`config.mk`:
```
export PLATFORM = sky130hd
export DESIGN_NAME = ppu_fetch_gen
export DESIGN_NICKNAME = d
export VERILOG_FILES = /design/src/rtl/ppu_timing_pkg.sv /design/src/rtl/ppu_dot_counter.sv /design/src/rtl/ppu_fetch_gen.sv
export SDC_FILE = /design/constraint.sdc
export NUM_CORES = 1
export LEC_CHECK = 0
export ABC_CLOCK_PERIOD_IN_PS = 4080
export CAP_MARGIN = 20
export CELL_PAD_IN_SITES_DETAIL_PLACEMENT = 1
export CELL_PAD_IN_SITES_GLOBAL_PLACEMENT = 1
export CORE_UTILIZATION = 43
export CTS_CLUSTER_SIZE = 24
export DETAILED_ROUTE_END_ITERATION = 12
export GPL_ROUTABILITY_DRIVEN = 0
export HOLD_SLACK_MARGIN = 0.15
export PLACE_DENSITY = 0.85
export SYNTH_ARGS = -nofsm -noshare
export SYNTH_HDL_FRONTEND = slang
export SYNTH_SLANG_ARGS = --single-unit
```
`constraint.sdc`:
```
create_clock -name clk -period 4.08 [get_ports clk]
set_input_delay 0.408 -clock clk [delete_from_list [all_inputs] [get_ports clk]]
set_output_delay 0.408 -clock clk [all_outputs]
set_load 0.01 [all_outputs]
```
`src/rtl/ppu_timing_pkg.sv`:
```
// Shared PPU timing constants, fetch/region encodings and nametable address helpers
// for the PPU-side fetch generator.
package ppu_timing_pkg;

    localparam int DOTS_PER_LINE_DEF   = 341;
    localparam int LINES_PER_FRAME_DEF = 262;
    localparam int VBL_LINE_DEF        = 241;
    localparam int ODD_SKIP_DEF        = 1;

    localparam int BG_LAST_DOT    = 256;
    localparam int SPR_LAST_DOT   = 320;
    localparam int PRE_LAST_DOT   = 336;
    localparam int DUMMY_LAST_DOT = 340;

    typedef enum logic [1:0] {F_NT, F_AT, F_PLO, F_PHI} fetch_phase_t;
    typedef enum logic [2:0] {R_BG, R_SPR, R_PRE, R_DUMMY, R_IDLE} region_t;

    function automatic logic [13:0] nt_addr(input logic [1:0] n, input logic [4:0] r,
                                            input logic [4:0] cx);
        return {2'b10, n, r, cx};
    endfunction

    // Attribute byte covers a 4x4 tile block, hence only the top 3 bits of row/column.
    function automatic logic [13:0] at_addr(input logic [1:0] n, input logic [2:0] r_hi,
                                            input logic [2:0] cx_hi);
        return {2'b10, n, 4'hF, r_hi, cx_hi};
    endfunction

endpackage

```
`src/rtl/ppu_dot_counter.sv`:
```
// Dot / scanline / frame parity counter with odd-frame dot skip and vblank flag.
// dot_next/line_next expose the position the next dot strobe will move to.
module ppu_dot_counter
    import ppu_timing_pkg::*;
#(
    parameter int DOTS_PER_LINE   = DOTS_PER_LINE_DEF,
    parameter int LINES_PER_FRAME = LINES_PER_FRAME_DEF,
    parameter int VBL_LINE        = VBL_LINE_DEF,
    parameter int ODD_SKIP        = ODD_SKIP_DEF
) (
    input  logic       clk,
    input  logic       rst,
    input  logic       dot_en,
    input  logic       skip_en,
    output logic [8:0] dot,
    output logic [8:0] scanline,
    output logic [8:0] dot_next,
    output logic [8:0] line_next,
    output logic       frame_odd,
    output logic       vblank
);

    localparam logic [8:0] DOT_LAST  = 9'(DOTS_PER_LINE - 1);
    localparam logic [8:0] DOT_SKIP  = 9'(DOTS_PER_LINE - 2);
    localparam logic [8:0] LINE_LAST = 9'(LINES_PER_FRAME - 1);
    localparam logic [8:0] LINE_VBL  = 9'(VBL_LINE);

    logic [8:0] dot_reg;
    logic [8:0] line_reg;
    logic       frame_odd_reg;
    logic       vblank_reg;
    logic       frame_end;

    always_comb begin
        dot_next  = dot_reg + 9'd1;
        line_next = line_reg;
        frame_end = 1'b0;
        if ((ODD_SKIP != 0) && frame_odd_reg && skip_en &&
            (line_reg == LINE_LAST) && (dot_reg == DOT_SKIP)) begin
            dot_next  = '0;
            line_next = '0;
            frame_end = 1'b1;
        end else if (dot_reg == DOT_LAST) begin
            dot_next = '0;
            if (line_reg == LINE_LAST) begin
                line_next = '0;
                frame_end = 1'b1;
            end else begin
                line_next = line_reg + 9'd1;
            end
        end
    end

    always_ff @(posedge clk or negedge rst) begin
        if (!rst) begin
            dot_reg       <= '0;
            line_reg      <= '0;
            frame_odd_reg <= 1'b0;
            vblank_reg    <= 1'b0;
        end else if (dot_en) begin
            dot_reg  <= dot_next;
            line_reg <= line_next;
            if (frame_end) begin
                frame_odd_reg <= ~frame_odd_reg;
            end
            if ((line_next == LINE_VBL) && (dot_next == 9'd1)) begin
                vblank_reg <= 1'b1;
            end else if ((line_next == LINE_LAST) && (dot_next == 9'd1)) begin
                vblank_reg <= 1'b0;
            end
        end
    end

    assign dot       = dot_reg;
    assign scanline  = line_reg;
    assign frame_odd = frame_odd_reg;
    assign vblank    = vblank_reg;

endmodule

```
`src/rtl/ppu_fetch_gen.sv`:
```
// PPU-side bus initiator: replays the NES PPU background/sprite/prefetch/dummy-NT
// read sequence (scroll fixed at 0) so a mapper can be exercised standalone.
module ppu_fetch_gen
    import ppu_timing_pkg::*;
#(
    parameter int DOTS_PER_LINE   = DOTS_PER_LINE_DEF,
    parameter int LINES_PER_FRAME = LINES_PER_FRAME_DEF,
    parameter int VBL_LINE        = VBL_LINE_DEF,
    parameter int ODD_SKIP        = ODD_SKIP_DEF
) (
    input  logic        clk,
    input  logic        rst,
    input  logic        dot_en,
    input  logic        render_en,
    input  logic [1:0]  nt_sel,
    input  logic        bg_pt,
    input  logic        spr_pt,
    input  logic        spr_16,
    input  logic [7:0]  ppu_dat,
    output logic [13:0] ppu_addr,
    output logic        ppu_oe,
    output logic        ppu_we,
    output logic [8:0]  scanline,
    output logic [8:0]  dot,
    output logic        vblank,
    output logic        frame_odd
);

    localparam logic [8:0] LAST_VIS_LINE = 9'(VBL_LINE - 2);
    localparam logic [8:0] PRE_LINE      = 9'(LINES_PER_FRAME - 1);

    logic [8:0]   dot_next;
    logic [8:0]   line_next;
    logic         render_reg;
    logic         pending_reg;
    logic         ppu_oe_reg;
    logic [13:0]  ppu_addr_reg;
    logic [7:0]   tile_reg;
    fetch_phase_t phase_reg;
    fetch_phase_t phase_next;
    region_t      region;
    logic         rend_eff;
    logic         line_active;
    logic         issue;
    logic [5:0]   tile_idx;
    logic [7:0]   cur_row;
    logic [7:0]   next_row;
    logic [7:0]   row_sel;
    logic [1:0]   nt_n;
    logic         spr_pt_sel;
    logic [13:0]  addr_next;

    ppu_dot_counter #(
        .DOTS_PER_LINE   (DOTS_PER_LINE),
        .LINES_PER_FRAME (LINES_PER_FRAME),
        .VBL_LINE        (VBL_LINE),
        .ODD_SKIP        (ODD_SKIP)
    ) u_dot_counter (
        .clk       (clk),
        .rst       (rst),
        .dot_en    (dot_en),
        .skip_en   (render_reg),
        .dot       (dot),
        .scanline  (scanline),
        .dot_next  (dot_next),
        .line_next (line_next),
        .frame_odd (frame_odd),
        .vblank    (vblank)
    );

    // Everything below describes the fetch for the position being entered on this strobe.
    always_comb begin
        rend_eff    = (dot == 9'd0) ? render_en : render_reg;
        line_active = (line_next <= LAST_VIS_LINE) || (line_next == PRE_LINE);
        cur_row     = (line_next == PRE_LINE) ? 8'd0 : line_next[7:0];
        next_row    = (line_next == PRE_LINE) ? 8'd0 : line_next[7:0] + 8'd1;

        if (dot_next == 9'd0) begin
            region = R_IDLE;
        end else if (dot_next <= 9'(BG_LAST_DOT)) begin
            region = R_BG;
        end else if (dot_next <= 9'(SPR_LAST_DOT)) begin
            region = R_SPR;
        end else if (dot_next <= 9'(PRE_LAST_DOT)) begin
            region = R_PRE;
        end else if (dot_next <= 9'(DUMMY_LAST_DOT)) begin
            region = R_DUMMY;
        end else begin
            region = R_IDLE;
        end

        issue      = rend_eff && line_active && dot_next[0] && (region != R_IDLE);
        phase_next = fetch_phase_t'(dot_next[2:1]);
        tile_idx   = 6'd0;
        row_sel    = next_row;
        case (region)
            R_BG: begin
                tile_idx = {1'b0, dot_next[7:3]} + 6'd2;
                row_sel  = cur_row;
            end
            // Sprite slots issue two garbage NT reads where BG would read NT/AT.
            R_SPR: begin
                if (phase_next == F_AT) begin
                    phase_next = F_NT;
                end
            end
            R_PRE: tile_idx = {5'd0, dot_next[3]};
            R_DUMMY: begin
                tile_idx   = 6'd2;
                phase_next = F_NT;
            end
            default: ;
        endcase

        nt_n       = nt_sel ^ {1'b0, tile_idx[5]};
        spr_pt_sel = spr_16 | spr_pt;
        case (phase_next)
            F_NT:    addr_next = nt_addr(nt_n, row_sel[7:3], tile_idx[4:0]);
            F_AT:    addr_next = at_addr(nt_n, row_sel[7:5], tile_idx[4:2]);
            default: begin
                if (region == R_SPR) begin
                    addr_next = {1'b0, spr_pt_sel, 8'hFF, phase_next == F_PHI, 3'b000};
                end else begin
                    addr_next = {1'b0, bg_pt, tile_reg, phase_next == F_PHI, row_sel[2:0]};
                end
            end
        endcase
    end

    always_ff @(posedge clk or negedge rst) begin
        if (!rst) begin
            render_reg   <= 1'b0;
            pending_reg  <= 1'b0;
            ppu_oe_reg   <= 1'b1;
            ppu_addr_reg <= '0;
            tile_reg     <= '0;
            phase_reg    <= F_NT;
        end else if (dot_en) begin
            if (dot == 9'd0) begin
                render_reg <= render_en;
            end
            if (!ppu_oe_reg && (phase_reg == F_NT)) begin
                tile_reg <= ppu_dat;
            end
            if (issue) begin
                ppu_addr_reg <= addr_next;
                ppu_oe_reg   <= 1'b1;
                pending_reg  <= 1'b1;
                phase_reg    <= phase_next;
            end else begin
                // Read half of a fetch; an odd-frame skip into dot 0 abandons it.
                ppu_oe_reg  <= !(pending_reg && (dot_next != 9'd0));
                pending_reg <= 1'b0;
            end
        end
    end

    assign ppu_addr = ppu_addr_reg;
    assign ppu_oe   = ppu_oe_reg;
    assign ppu_we   = 1'b1;

endmodule
```
==> results.toml <==
[sta]
slew_headroom = 0.533
fmax_ghz = 0.259
finalHoldViolCount = 0
hold_ws_ps = 501
finalCriticalPeriod_ps = 3860
skew_ps = 7.32
rsz0062_at_grt = "no"
setup-tns-final_ps = 0
report.final.slew_viol_count = 0
finalSetupViolations = 0
post-route-period-util = 0.946
worstMarginPinSlew_ps = 696

[floorplan]
die_x_um = 96.4
rows = 34
num_io_pins = 53
initial_core_util = 0.441
dieArea_um2 = 9290
coreArea_um2 = 8680
dieHeight_um = 96.4

[logic_synthesis]
yosys.area.top_type = "dfrtp_1"
synth-seq-cells = 47
seq_area_frac_synth = 0.307
synthFlopType = "dfrtp_1"
synth_area_leaders = "dfrtp_1, mux2_2, xnor2_1"
yosys_warnings = 0
syn_area_per_cell_um2 = 9.10
async_flop_share = 1.00
syn_area_um2 = 3830
synth_edf_count = 0
synth_fp_nets = 446
yosysUniqueCellTypes = 79
synth_top_area_share = 0.300
synth_cells = 421

[setup_path]
rr_startpoint = "u_dot_counter.dot[1]$_DFFE_PN0P_"
worst-path-max-fanout = 13
startpoint = "u_dot_counter.dot[1]$_DFFE_PN0P_"
cp-end-kind = "register"
worst-setup-path-type = "register to register"
worst_ep_arrival_time_ps = 4070
ff2ff_setup_slack_ps = 220
start_kind = "register"
cp-endpoint = "ppu_addr[11]$_DFFE_PN0P_"
r2r_cells = 11
required_ps = 4290
reg2reg_to = "ppu_addr[11]$_DFFE_PN0P_"

[placement]
placed_cell_area_um2 = 4400
dpl.hpwl_um = 8910
port_buffers = 51

[global_route]
grt.total_usage = 0.274
grt_pass1_vias = 3718
overflow = 0
antenna_found_initial = 0
grt_max_degree = 48
grt_pass1_wl_um = 19300

[min_path]
holdPathStages = 1
hp-class = "register to register"

[cells_and_area]
post-route-util = 0.525
layout_commonest_cell = "clkdlybuf4s50_1"
nFillCells = 1036
layout.nets = 490
largest_reg_flops = 14
drive_above_1_share = 0.144
diodes = 0
syn_to_final_growth_pct = 18.9
final_area_um2 = 4560
layout_common_cells = "clkdlybuf4s50_1, dfrtp_1, nand2_1"

[power_and_ir_drop]
power_density_nw_per_um2 = 537
power.leakage_nw = 1.83
peakVddDrop_v = 0.000290

[clocking]
clock-root-buffer = "clkbuf_8"
clkTransAtPathRegs_ps = 100
cts-htree-levels = 2
cts_buffers = 5
cts_sinks = 47
tritoncts = "done"
clk-insertion-delay-late_ps = 320
clockBufferDepth = 2
post-cts-setup-buffer-count = 0

[routing]
drtAntennaViolNets = 0
routed_via_density = 6.34
wl_per_cell_um = 20.7
drtIter0Drc = 183
wl_um = 11900
via_count = 3638
drt-pass1-iter-count = 4
drc_errors = 0

[flow_run]
maxCapViolCount = 0

[status]
status = "finished, final reports clean"
routing by layer:
metal	global-route usage	wire [um]	vias up
met2	0.465	5780	136
li1	-	-	1656
met1	0.344	5080	1812
met3	0.0430	627	34
met4	0.115	402	0
met5	0	0	-
how the worst min path moves through the flow:
| stage | to | from |
|---|---|---|
| 2_1_floorplan | pending_reg$_DFFE_PN0P_ | rst |
| 3_3_place_gp | ppu_oe$_DFFE_PN1P_ | ppu_oe$_DFFE_PN1P_ |
| 3_5_place_dp | ppu_addr[0]$_DFFE_PN0P_ | ppu_addr[0]$_DFFE_PN0P_ |
| 4_1_cts | ppu_addr[4]$_DFFE_PN0P_ | rst |
| 5_1_grt | ppu_addr[9]$_DFFE_PN0P_ | ppu_addr[9]$_DFFE_PN0P_ |
| 6_report | u_dot_counter.frame_odd$_DFFE_PN0P_ | u_dot_counter.frame_odd$_DFFE_PN0P_ |
cells by family after synthesis:
logic type                 count (synthesis)  synth area share
adders and majority gates                  8            0.0261
xor gates and xnor gates                  26            0.0614
buffers and inverters                     44            0.0581
other                                      1          0.000979
and+or+nand+nor                          175             0.294
AOI/OAI and AO/OA                         95             0.179
DFF                                       47             0.307
muxes                                     25            0.0728
repair_timing:
item	4_1_cts	5_1_grt
hold buffers	0	1
gates resized for setup	0	2
setup endpoints to repair	0	5
endpoints found under the hold margin	0	19
where the power goes:
part,switching [mW],internal [mW]
combinational,0.710,0.589
sequential,0.145,0.625
clock,0.191,0.186
critical path, cell delays in order (launching register included):
cell and delay [ps]:
dfrtp_1 490, ha_1 380, and3_1 430, xnor2_1 220, nor2_1 300, ha_1 210
and4_1 180, nand4_2 190, a2bb2oi_1 250, nor4_4 410, and2_4 330, mux2_2 350
area by class of cell:
type | count | area (um2) | area share
multi-input cells | 330 | 2440 | 0.537
flip-flops and latches | 47 | 1180 | 0.258
repair buffers | 64 | 618 | 0.136
well taps | 108 | 135 | 0.0297
clock buffers | 5 | 68.8 | 0.0151
inverters | 17 | 63.8 | 0.0140
clock inverters | 3 | 47.5 | 0.0104
stage by stage:
step / power (mW) / setup slack [ps] / std cells
after floorplan: 1.56 / 855 / 421
after global placement: 2.00 / 438 / 564
after detailed placement: 2.05 / 240 / 564
after CTS: 2.43 / 192 / 572
after global routing: 2.60 / 55.4 / 574
final: 2.45 / 220 / 574
cell usage after synthesis (4+ instances only):
library cell / number
dfrtp_1: 46
nand2_1: 36
nor2_1: 28
a21oi_1: 20
o21ai_0: 20
xnor2_1: 19
mux2_2: 18
inv_1: 17
nand4_1: 17
nand3_1: 15
clkbuf_1: 10
nor3_1: 9
ha_1: 8
and4_1: 7
buf_2: 7
buf_4: 7
a31oi_1: 6
and2_1: 6
nor4_1: 6
xor2_1: 6
and3_1: 5
mux2i_1: 5
o2bb2ai_1: 5
or3_1: 5
a2bb2oi_1: 4
nand2b_1: 4
nor2b_1: 4
o32a_1: 4
Note: power is estimated with default switching activity, not from simulation.
